===== src/rtl/instr_pkg.sv =====
`default_nettype none
// ============================================================================
//  Module      : instr_pkg
//  Description : Shared RV32I definitions for the instruction decoder and
//                encoder: supported opcodes, encoder FSM state type, the
//                decoded field bundle, and the field-to-word packing function.
//  Ports       : none (package)
//  Revision    : 1.0  initial release
// ============================================================================
package instr_pkg;

  localparam logic [6:0] OP_LOAD   = 7'b0000011;
  localparam logic [6:0] OP_IMM    = 7'b0010011;
  localparam logic [6:0] OP_STORE  = 7'b0100011;
  localparam logic [6:0] OP_REG    = 7'b0110011;
  localparam logic [6:0] OP_BRANCH = 7'b1100011;

  typedef enum logic [1:0] {
    ENC_IDLE   = 2'd0,
    ENC_STREAM = 2'd1,
    ENC_DRAIN  = 2'd2
  } enc_state_e;

  // Decoded field bundle; imm uses the decoder's 12-bit packing for every
  // format (for B it is the branch offset already shifted right by one).
  typedef struct packed {
    logic [6:0]  opcode;
    logic [4:0]  rs1;
    logic [4:0]  rs2;
    logic [4:0]  rd;
    logic [11:0] imm;
    logic [2:0]  funct3;
    logic [6:0]  funct7;
  } fields_t;

  function automatic logic is_supported(input logic [6:0] opcode);
    return (opcode == OP_LOAD) || (opcode == OP_IMM) || (opcode == OP_STORE) ||
           (opcode == OP_REG)  || (opcode == OP_BRANCH);
  endfunction

  // Unknown opcodes fall through to the R layout.
  function automatic logic [31:0] encode(input fields_t f);
    logic [31:0] word;
    case (f.opcode)
      OP_LOAD, OP_IMM:
        word = {f.imm, f.rs1, f.funct3, f.rd, f.opcode};
      OP_STORE:
        word = {f.imm[11:5], f.rs2, f.rs1, f.funct3, f.imm[4:0], f.opcode};
      OP_BRANCH:
        word = {f.imm[11], f.imm[9:4], f.rs2, f.rs1, f.funct3,
                f.imm[3:0], f.imm[10], f.opcode};
      default:
        word = {f.funct7, f.rs2, f.rs1, f.funct3, f.rd, f.opcode};
    endcase
    return word;
  endfunction

endpackage
`default_nettype wire


===== src/rtl/instr_fifo.sv =====
`default_nettype none
// ============================================================================
//  Module      : instr_fifo
//  Description : Synchronous FIFO holding {encoded word, byte address} pairs.
//                Push is ignored when full, pop is ignored when empty; there
//                is no write-to-read bypass.
//  Ports       : clk_in/rst_in   clock, synchronous active-high reset
//                push/din        write request and data
//                pop/dout        read request and head data
//                full/empty      occupancy flags
//                one_left        exactly one entry stored
//  Revision    : 1.0  initial release
// ============================================================================
module instr_fifo #(
  parameter int DEPTH = 4,
  parameter int WIDTH = 64
) (
  input  logic             clk_in,
  input  logic             rst_in,
  input  logic             push,
  input  logic [WIDTH-1:0] din,
  input  logic             pop,
  output logic [WIDTH-1:0] dout,
  output logic             full,
  output logic             empty,
  output logic             one_left
);

  localparam int PTR_W = $clog2(DEPTH);

  logic [WIDTH-1:0] mem [DEPTH];
  logic [PTR_W:0]   wr_ptr;
  logic [PTR_W:0]   rd_ptr;
  logic [PTR_W:0]   count;
  logic             do_push;
  logic             do_pop;

  // Pointers carry one extra wrap bit so full and empty are distinguishable.
  assign count    = wr_ptr - rd_ptr;
  assign full     = (count == (PTR_W+1)'(DEPTH));
  assign empty    = (count == '0);
  assign one_left = (count == (PTR_W+1)'(1));
  assign do_push  = push && !full;
  assign do_pop   = pop && !empty;
  assign dout     = mem[rd_ptr[PTR_W-1:0]];

  always_ff @(posedge clk_in) begin
    if (rst_in) begin
      wr_ptr <= '0;
      rd_ptr <= '0;
    end else begin
      if (do_push) wr_ptr <= wr_ptr + 1'b1;
      if (do_pop)  rd_ptr <= rd_ptr + 1'b1;
    end
  end

  always_ff @(posedge clk_in) begin
    if (do_push) mem[wr_ptr[PTR_W-1:0]] <= din;
  end

endmodule
`default_nettype wire


===== src/rtl/instr_encoder.sv =====
`default_nettype none
// ============================================================================
//  Module      : instr_encoder
//  Description : Packs decoded RV32I fields (I, S, R, B formats) into 32-bit
//                words, queues them and streams each with an incrementing
//                byte address to instruction-memory write logic.
//  Ports       : clk_in, rst_in            clock, synchronous active-high reset
//                start_in, base_addr_in    begin a program at base address
//                fld_*/opcode_in..funct7_in field bundle handshake and data
//                instr_valid_out/ready_in  encoded word handshake
//                instr_out, addr_out       encoded word and its byte address
//                done_out                  pulse when the last word drains
//                busy_out                  encoder not idle
//                err_out                   sticky bad-opcode flag (optional)
//  Config      : INSTR_ENCODER_OPCHECK_EN drops unsupported opcodes and
//                adds err_out; otherwise they are encoded with the R layout.
//  Revision    : 1.0  initial release
// ============================================================================
module instr_encoder
  import instr_pkg::*;
#(
  parameter int DEPTH  = 4,
  parameter int ADDR_W = 32
) (
  input  logic              clk_in,
  input  logic              rst_in,
  input  logic              start_in,
  input  logic [ADDR_W-1:0] base_addr_in,
  input  logic              fld_valid_in,
  output logic              fld_ready_out,
  input  logic              fld_last_in,
  input  logic [6:0]        opcode_in,
  input  logic [4:0]        rs1_in,
  input  logic [4:0]        rs2_in,
  input  logic [4:0]        rd_in,
  input  logic [11:0]       imm_in,
  input  logic [2:0]        funct3_in,
  input  logic [6:0]        funct7_in,
  output logic              instr_valid_out,
  input  logic              instr_ready_in,
  output logic [31:0]       instr_out,
  output logic [ADDR_W-1:0] addr_out,
  output logic              done_out,
  output logic              busy_out
`ifdef INSTR_ENCODER_OPCHECK_EN
  ,
  output logic              err_out
`endif
);

  localparam int WIDTH = 32 + ADDR_W;

  enc_state_e        state;
  logic [ADDR_W-1:0] addr_cnt;
  logic              done;
  fields_t           fld;
  logic [31:0]       encoded;
  logic              accept;
  logic              push;
  logic [WIDTH-1:0]  fifo_dout;
  logic              fifo_full;
  logic              fifo_empty;
  logic              fifo_one_left;

  always_comb begin
    fld        = '0;
    fld.opcode = opcode_in;
    fld.rs1    = rs1_in;
    fld.rs2    = rs2_in;
    fld.rd     = rd_in;
    fld.imm    = imm_in;
    fld.funct3 = funct3_in;
    fld.funct7 = funct7_in;
  end

  assign encoded       = encode(fld);
  assign fld_ready_out = (state == ENC_STREAM) && !fifo_full;
  assign accept        = fld_valid_in && fld_ready_out;

`ifdef INSTR_ENCODER_OPCHECK_EN
  logic err;
  logic op_ok;
  assign op_ok   = is_supported(opcode_in);
  assign push    = accept && op_ok;
  assign err_out = err;
`else
  assign push    = accept;
`endif

  instr_fifo #(
    .DEPTH (DEPTH),
    .WIDTH (WIDTH)
  ) u_fifo (
    .clk_in   (clk_in),
    .rst_in   (rst_in),
    .push     (push),
    .din      ({encoded, addr_cnt}),
    .pop      (instr_ready_in),
    .dout     (fifo_dout),
    .full     (fifo_full),
    .empty    (fifo_empty),
    .one_left (fifo_one_left)
  );

  assign instr_valid_out = !fifo_empty;
  assign instr_out       = fifo_dout[WIDTH-1:ADDR_W];
  assign addr_out        = fifo_dout[ADDR_W-1:0];
  assign done_out        = done;
  assign busy_out        = (state != ENC_IDLE);

  always_ff @(posedge clk_in) begin
    if (rst_in) begin
      state    <= ENC_IDLE;
      addr_cnt <= '0;
      done     <= 1'b0;
`ifdef INSTR_ENCODER_OPCHECK_EN
      err      <= 1'b0;
`endif
    end else begin
      done <= 1'b0;
      case (state)
        ENC_IDLE: begin
          if (start_in) begin
            state    <= ENC_STREAM;
            addr_cnt <= base_addr_in;
`ifdef INSTR_ENCODER_OPCHECK_EN
            err      <= 1'b0;
`endif
          end
        end
        ENC_STREAM: begin
          if (push) addr_cnt <= addr_cnt + ADDR_W'(4);
`ifdef INSTR_ENCODER_OPCHECK_EN
          if (accept && !op_ok) err <= 1'b1;
`endif
          if (accept && fld_last_in) state <= ENC_DRAIN;
        end
        ENC_DRAIN: begin
          // Leave on the edge that pops the final word so done lines up
          // with the first empty cycle.
          if (fifo_empty || (fifo_one_left && instr_ready_in)) begin
            state <= ENC_IDLE;
            done  <= 1'b1;
          end
        end
        default: state <= ENC_IDLE;
      endcase
    end
  end

endmodule
`default_nettype wire


===== config.mk =====
export PLATFORM = sky130hd
export DESIGN_NAME = instr_encoder
export DESIGN_NICKNAME = d
export VERILOG_FILES = /design/src/rtl/instr_pkg.sv /design/src/rtl/instr_fifo.sv /design/src/rtl/instr_encoder.sv
export SDC_FILE = /design/constraint.sdc
export NUM_CORES = 1
export LEC_CHECK = 0
export BUFFER_PORTS_ARGS = -buffer_cell sky130_fd_sc_hd__buf_2
export CORE_MARGIN = 10
export CORE_UTILIZATION = 45
export CTS_CLUSTER_DIAMETER = 100
export CTS_CLUSTER_SIZE = 28
export DETAILED_ROUTE_END_ITERATION = 10
export PLACE_DENSITY = 0.75
export SETUP_SLACK_MARGIN = 0.1
export SLEW_MARGIN = 25
export SYNTH_ARGS = -nofsm -noshare
export SYNTH_HDL_FRONTEND = slang
export SYNTH_SLANG_ARGS = --single-unit

===== constraint.sdc =====
create_clock -name clk_in -period 4.7 [get_ports clk_in]
set_input_delay 0.235 -clock clk_in [delete_from_list [all_inputs] [get_ports clk_in]]
set_output_delay 0.235 -clock clk_in [all_outputs]
set_load 0.005 [all_outputs]

==> impl_metrics.py, run 1 <==
metrics = {
    "placement": {
        "preCtsSetupSlack_ns": 1.65,
        "dp_hpwl_um": 16600,
        "placedInstanceArea_um2": 13100,
        "dp_cells": 1150,
        "port_buffers": 149,
        "gp_routability_congestion": 0.826,
    },
    "layout": {
        "finish.net_count": 939,
        "post_route_cells_drive_above_1_share_pct": 30.7,
        "final_cell_area_um2": 13700,
        "fillers": 2107,
        "p_r_area_growth_vs_syn_pct": 13.5,
        "multi_input_logic_area_um2": 3250,
        "seqCellArea_um2": 8550,
        "layout.cells.non_filler": 1192,
        "insertedDiodeCount": 0,
    },
    "synth": {
        "synthMostInstantiatedCell": "edfxtp_1",
        "synthCells": 702,
        "number_of_flops_mapped_to_enable_cells_by_yosys": 256,
        "synthesis.nets": 792,
        "netlist.area_leader.share_pct": 63.8,
        "main_synth_ff_type": "edfxtp_1",
        "synth.lib_cells_used.distinct": 66,
        "synthesis.yosys.warnings": 0,
        "netlist_top_cells_count": "256 x edfxtp_1, 64 x mux4_2, 44 x nand2_1",
        "synthArstFlopShare_pct": 0,
        "syn-mean-instance-area_um2": 17.2,
        "ys_seq_area_share_pct": 71.0,
        "total_of_flip_flops_plus_latches_after_synthesis": 299,
        "yosys.area.top_type": "edfxtp_1",
        "synth_area_um2": 12000,
        "cell_types_occupying_the_most_area_after_synthesis": "edfxtp_1 64%, mux4_2 12%, dfxtp_1 7.1%, nand2_1 1.4%, a21oi_1 1.3%",
    },
    "floorplan": {
        "core-area_um2": 26200,
        "boundaryPins": 150,
        "start_util_pct": 46.0,
        "die_area_um2": 33700,
        "floorplan.rows": 59,
        "die_w_um": 184,
        "chipHeight_um": 184,
    },
    "sta": {
        "max_clock_freq_ghz": 0.334,
        "report.final.hold_viol_count": 0,
        "fin_worst_skew_ns": 0.0168,
        "final.min_clock_period_ns": 3.00,
        "drv_slew": 0,
        "timing.final.ws_setup_ns": 1.70,
        "worst_slew_pin_slew_ns": 1.00,
        "timing.final.setup_violations": 0,
        "final.setup.tns_ns": 0,
        "timing.hold.ws_ns": 0.0206,
        "grt_setup_unrepaired": "no",
        "layout_worst_path_cycle_share_pct": 63.7,
        "slew_headroom_pct": 33.3,
    },
    "cts": {
        "holdBufCountCts": 16,
        "numClockSinks": 299,
        "cts.clk_slew.worst_paths_ns": 0.11,
        "cts-buffers-inserted": 14,
        "tritoncts": "built",
        "post-cts-setup-buffers": 0,
        "htreeDepth": 1,
        "clk_path_buf_depth": 3,
        "cts_resized": 0,
        "worst_skew_pair.late_latency_ns": 0.49,
        "cts.root.buffer_cell": "clkbuf_16",
    },
    "global_routing": {
        "grt.overflow.total": 0,
        "grt_first_pass_wirelength_um": 40700,
        "grt_antenna_before_repair": 0,
        "pin_count_of_the_biggest_net_entering_global_routing": 66,
        "grt.total_usage_pct": 15.3,
        "vias_in_the_first_global_route": 7008,
    },
    "power_and_ir_drop": {
        "peakVddDrop_uv": 248,
        "power.static_leakage_nw": 4.56,
        "power_density_nw_per_um2": 428,
    },
    "drt": {
        "dr.pass1.iters": 5,
        "drc_errors": 0,
        "drt.antenna.violating_nets": 0,
        "via_count": 6871,
        "final_wirelength_um": 26200,
        "drt-initial-drc-count": 620,
        "viasPerCell": 5.76,
        "drt-wirelength-per-cell_um": 21.9,
    },
    "hold_path": {
        "worst_hold_class": "in2reg",
    },
    "status": {
        "run_status": "completed",
    },
    "setup_path": {
        "timing.critical_path.buf_inv": 1,
        "timing.critical_path.to_type": "register",
        "timing.setup.critical_path_class": "reg2reg",
        "max_stage_delay_ns": 0.84,
        "worst-path-max-fanout": 64,
        "worstPathArrival_ns": 3.11,
        "cpLargestDelayFamily": "simple AND/OR/NAND/NOR gates",
        "critical-path-slowest-cell": "and2_4",
        "worstSetupStartpointType": "register",
        "required_ns": 4.82,
        "crit_path_cell_trace": "inv_1 > ha_1 > fa_1 > xnor3_2 > o211a_4 > and2_4",
    },
    "flow_run": {
        "max_cap_violations": 0,
    },
}
final timing paths:
check	from	endpoint	slack, ns	depth (start not counted)
max	u_fifo.wr_ptr[0]	u_fifo.mem[0][38]	1.70	6
min	base_addr_in[3]	addr_cnt[3]	0.02	3
min reg2reg	addr_cnt[0]	addr_cnt[0]	0.51	2
max reg2reg	u_fifo.wr_ptr[0]	u_fifo.mem[0][38]	1.70	6
where the power goes:
part	total (W)	internal (W)	switching [W]	leakage (nW)
clock	0.00137	0.000607	0.000761	0.200
combinational	0.00122	0.000637	0.000579	1.67
sequential	0.00326	0.00304	0.000221	2.69
flip-flops by register name, indices dropped and copies added (netlist names), named ones only:
name,cells
state,2
addr_cnt,32
done_out,1
u_fifo.mem,256
u_fifo.rd_ptr,3
u_fifo.wr_ptr,3
cell families (layout without fill, tap and decap cells):
logic type / Yosys count / in the layout / synth area share [%]
fa+ha+maj: 8 / 8 / 0.893
buf+inv: 55 / 210 / 2.14
xor+xnor: 4 / 4 / 0.416
mux: 76 / 76 / 13.0
flops: 299 / 299 / 71.0
simple gates: 153 / 153 / 6.40
compound gates: 107 / 107 / 6.15
cell usage in the layout, fill, tap and decap left out, drive strengths merged, types with 15 or more instances in the layout:
cell         netlist  final
inv               14     15
edfxtp           256    256
dlygate4sd3        0     17
dfxtp             43     43
buf               17    155
clkbuf            24     23
o21ai             26     26
nand2             45     45
mux4              64     64
nor2              33     33
nand3             15     15
a21oi             31     31
layout make-up:
| class | instances | share of cell area, % |
|---|---|---|
| multi-input combinational | 348 | 23.8 |
| clock inverter | 1 | 0.0824 |
| inverter | 14 | 0.385 |
| clock buffer | 23 | 2.97 |
| sequential | 299 | 62.6 |
| timing repair buffer | 172 | 7.12 |
| tap | 335 | 3.07 |
worst min-delay path: cells and delay by family:
family	cells	cell delay, ns
AOI/OAI and AO/OA	1	0.08
buffers and inverters	1	0.10
and+or+nand+nor	1	0.05
layer usage:
| layer | up-vias | wire length (µm) | GRT usage, % |
|---|---|---|---|
| li1 | 3112 | - | - |
| met1 | 3445 | 11700 | 21.7 |
| met2 | 298 | 12100 | 24.4 |
| met3 | 16 | 2010 | 2.96 |
| met4 | 0 | 369 | 2.23 |
| met5 | - | 0 | 0 |
stage by stage:
step	total power, W	util [%]
detailed placement	0.00456	49.8
finish	0.00585	52.2
global route	0.00614	52.2
floorplan	0.00404	-
CTS	0.00591	52.0
global placement	0.00454	49.8
Note: power is estimated with default switching activity, not from simulation.
==> inputs of run 2 (changes only) <==
==> constraint.sdc (replaced) <==
create_clock -name clk_in -period 3 [get_ports clk_in]
set_input_delay 0.15 -clock clk_in [delete_from_list [all_inputs] [get_ports clk_in]]
set_output_delay 0.15 -clock clk_in [all_outputs]
set_load 0.005 [all_outputs]
==> impl_metrics.py, run 2 (same netlist as run 1, synthesis figures left out) <==
metrics = {
    "cts": {
        "clk_path_buf_depth": 3,
        "cts.clk_slew.worst_paths_ns": 0.11,
        "tritoncts": "built",
        "cts-buffers-inserted": 14,
        "worst_skew_pair.late_latency_ns": 0.50,
        "numClockSinks": 299,
        "cts.root.buffer_cell": "clkbuf_16",
        "htreeDepth": 1,
    },
    "drt": {
        "via_count": 7098,
        "final_wirelength_um": 27100,
        "drc_errors": 0,
        "drt-initial-drc-count": 888,
        "drt-wirelength-per-cell_um": 22.1,
        "drt.antenna.violating_nets": 0,
        "dr.pass1.iters": 5,
        "viasPerCell": 5.80,
    },
    "floorplan": {
        "die_area_um2": 33700,
        "core-area_um2": 26200,
        "boundaryPins": 150,
        "chipHeight_um": 184,
        "die_w_um": 184,
        "start_util_pct": 46.0,
        "floorplan.rows": 59,
    },
    "global_routing": {
        "pin_count_of_the_biggest_net_entering_global_routing": 40,
        "grt.total_usage_pct": 16.0,
        "grt_antenna_before_repair": 0,
        "grt.overflow.total": 0,
        "vias_in_the_first_global_route": 7241,
        "grt_first_pass_wirelength_um": 42600,
    },
    "power_and_ir_drop": {
        "power_density_nw_per_um2": 657,
        "power.static_leakage_nw": 4.75,
        "peakVddDrop_uv": 392,
    },
    "sta": {
        "final.min_clock_period_ns": 2.74,
        "max_clock_freq_ghz": 0.365,
        "worst_slew_pin_slew_ns": 0.679,
        "timing.final.setup_violations": 0,
        "report.final.hold_viol_count": 0,
        "drv_slew": 0,
        "slew_headroom_pct": 54.3,
        "timing.hold.ws_ns": 0.0186,
        "fin_worst_skew_ns": 0.0222,
        "layout_worst_path_cycle_share_pct": 91.2,
        "final.setup.tns_ns": 0,
        "grt_setup_unrepaired": "no",
    },
    "setup_path": {
        "crit_path_cell_trace": "inv_1 > ha_1 > fa_1 > nand2_1 > o211a_4 > a2111oi_1 > dlygate4sd3_1",
        "critical-path-slowest-cell": "dlygate4sd3_1",
        "required_ns": 3.45,
        "timing.critical_path.to_type": "register",
        "timing.setup.critical_path_class": "reg2reg",
        "cpLargestDelayFamily": "adder cells",
        "worst-path-max-fanout": 11,
        "max_stage_delay_ns": 0.59,
        "worstPathArrival_ns": 3.18,
        "timing.critical_path.buf_inv": 2,
        "worstSetupStartpointType": "register",
    },
    "layout": {
        "insertedDiodeCount": 0,
        "layout.cells.most_common_list": "256 x edfxtp_1, 149 x buf_2, 64 x mux4_2",
        "final_cell_area_um2": 14100,
        "post_route_cells_drive_above_1_share_pct": 31.9,
        "fillers": 2071,
        "finish.net_count": 975,
        "largest_register_ff_count": 256,
        "layout_commonest_cell": "edfxtp_1",
        "p_r_area_growth_vs_syn_pct": 16.8,
        "final_util_pct": 53.7,
    },
    "hold_path": {
        "worst_hold_class": "in2reg",
    },
    "placement": {
        "dp_hpwl_um": 18500,
        "gp_routability_congestion": 0.825,
        "port_buffers": 149,
        "placedInstanceArea_um2": 13300,
    },
    "flow_run": {
        "max_cap_violations": 0,
    },
    "status": {
        "run_status": "completed",
    },
}
## run 2: area by class of cell
class                   count  area [µm²]  share of cell area [%]
inverters                  14        52.6                   0.374
well taps                 335         419                    2.98
clock inverters             2        12.5                  0.0890
repair buffers            208        1380                    9.84
multi-input cells         348        3250                    23.1
flip-flops and latches    299        8560                    60.8
clock buffers              18         387                    2.75
## run 2: stage by stage
step | power, W | setup WS [ns] | cells
floorplan | 0.00632 | -0.0523 | 702
global placement | 0.00719 | 0.424 | 1166
detailed placement | 0.00722 | 0.359 | 1166
CTS | 0.00935 | 0.220 | 1219
global route | 0.00969 | 0.156 | 1224
finish | 0.00924 | 0.263 | 1224
## run 2: where the power goes
group	switching [W]	leakage (nW)	internal [W]
combinational	0.000994	1.86	0.00107
sequential	0.000290	2.69	0.00477
clock	0.00120	0.194	0.000925
total	0.00248	4.75	0.00676
## run 2: path summary, 6_finish.rpt
path                                  startpoint           endpoint  slack (ns)  cells after the start
worst max register to register  u_fifo.wr_ptr[0]           state[0]        0.26                      7
worst min register to register  u_fifo.wr_ptr[0]   u_fifo.wr_ptr[0]        0.49                      2
worst min-delay path                   rs2_in[3]  u_fifo.mem[3][55]        0.02                      2
worst max-delay path            u_fifo.wr_ptr[0]           state[0]        0.26                      7
## run 2: repair_timing
action | CTS | global route
setup buffers | 0 | 5
hold buffers | 33 | 0
setup endpoints to repair | 0 | 1
resized for setup | 0 | 2
hold endpoints to repair | 76 | 0
## run 2: metal layers
layer,vias to the layer above,track usage [%],share of wire (%)
li1,3181,-,-
met1,3565,22.6,44
met2,312,24.8,45
met3,40,3.52,8.5
met4,0,3.84,2.1
met5,-,0,0
## run 2: worst reg2reg max path, stage by stage, from the launching register on
cell and delay, ns:
dfxtp_2 0.37, inv_1 0.09, ha_1 0.20, fa_1 0.54, nand2_1 0.15, o211a_4 0.34, a2111oi_1 0.40, dlygate4sd3_1 0.59
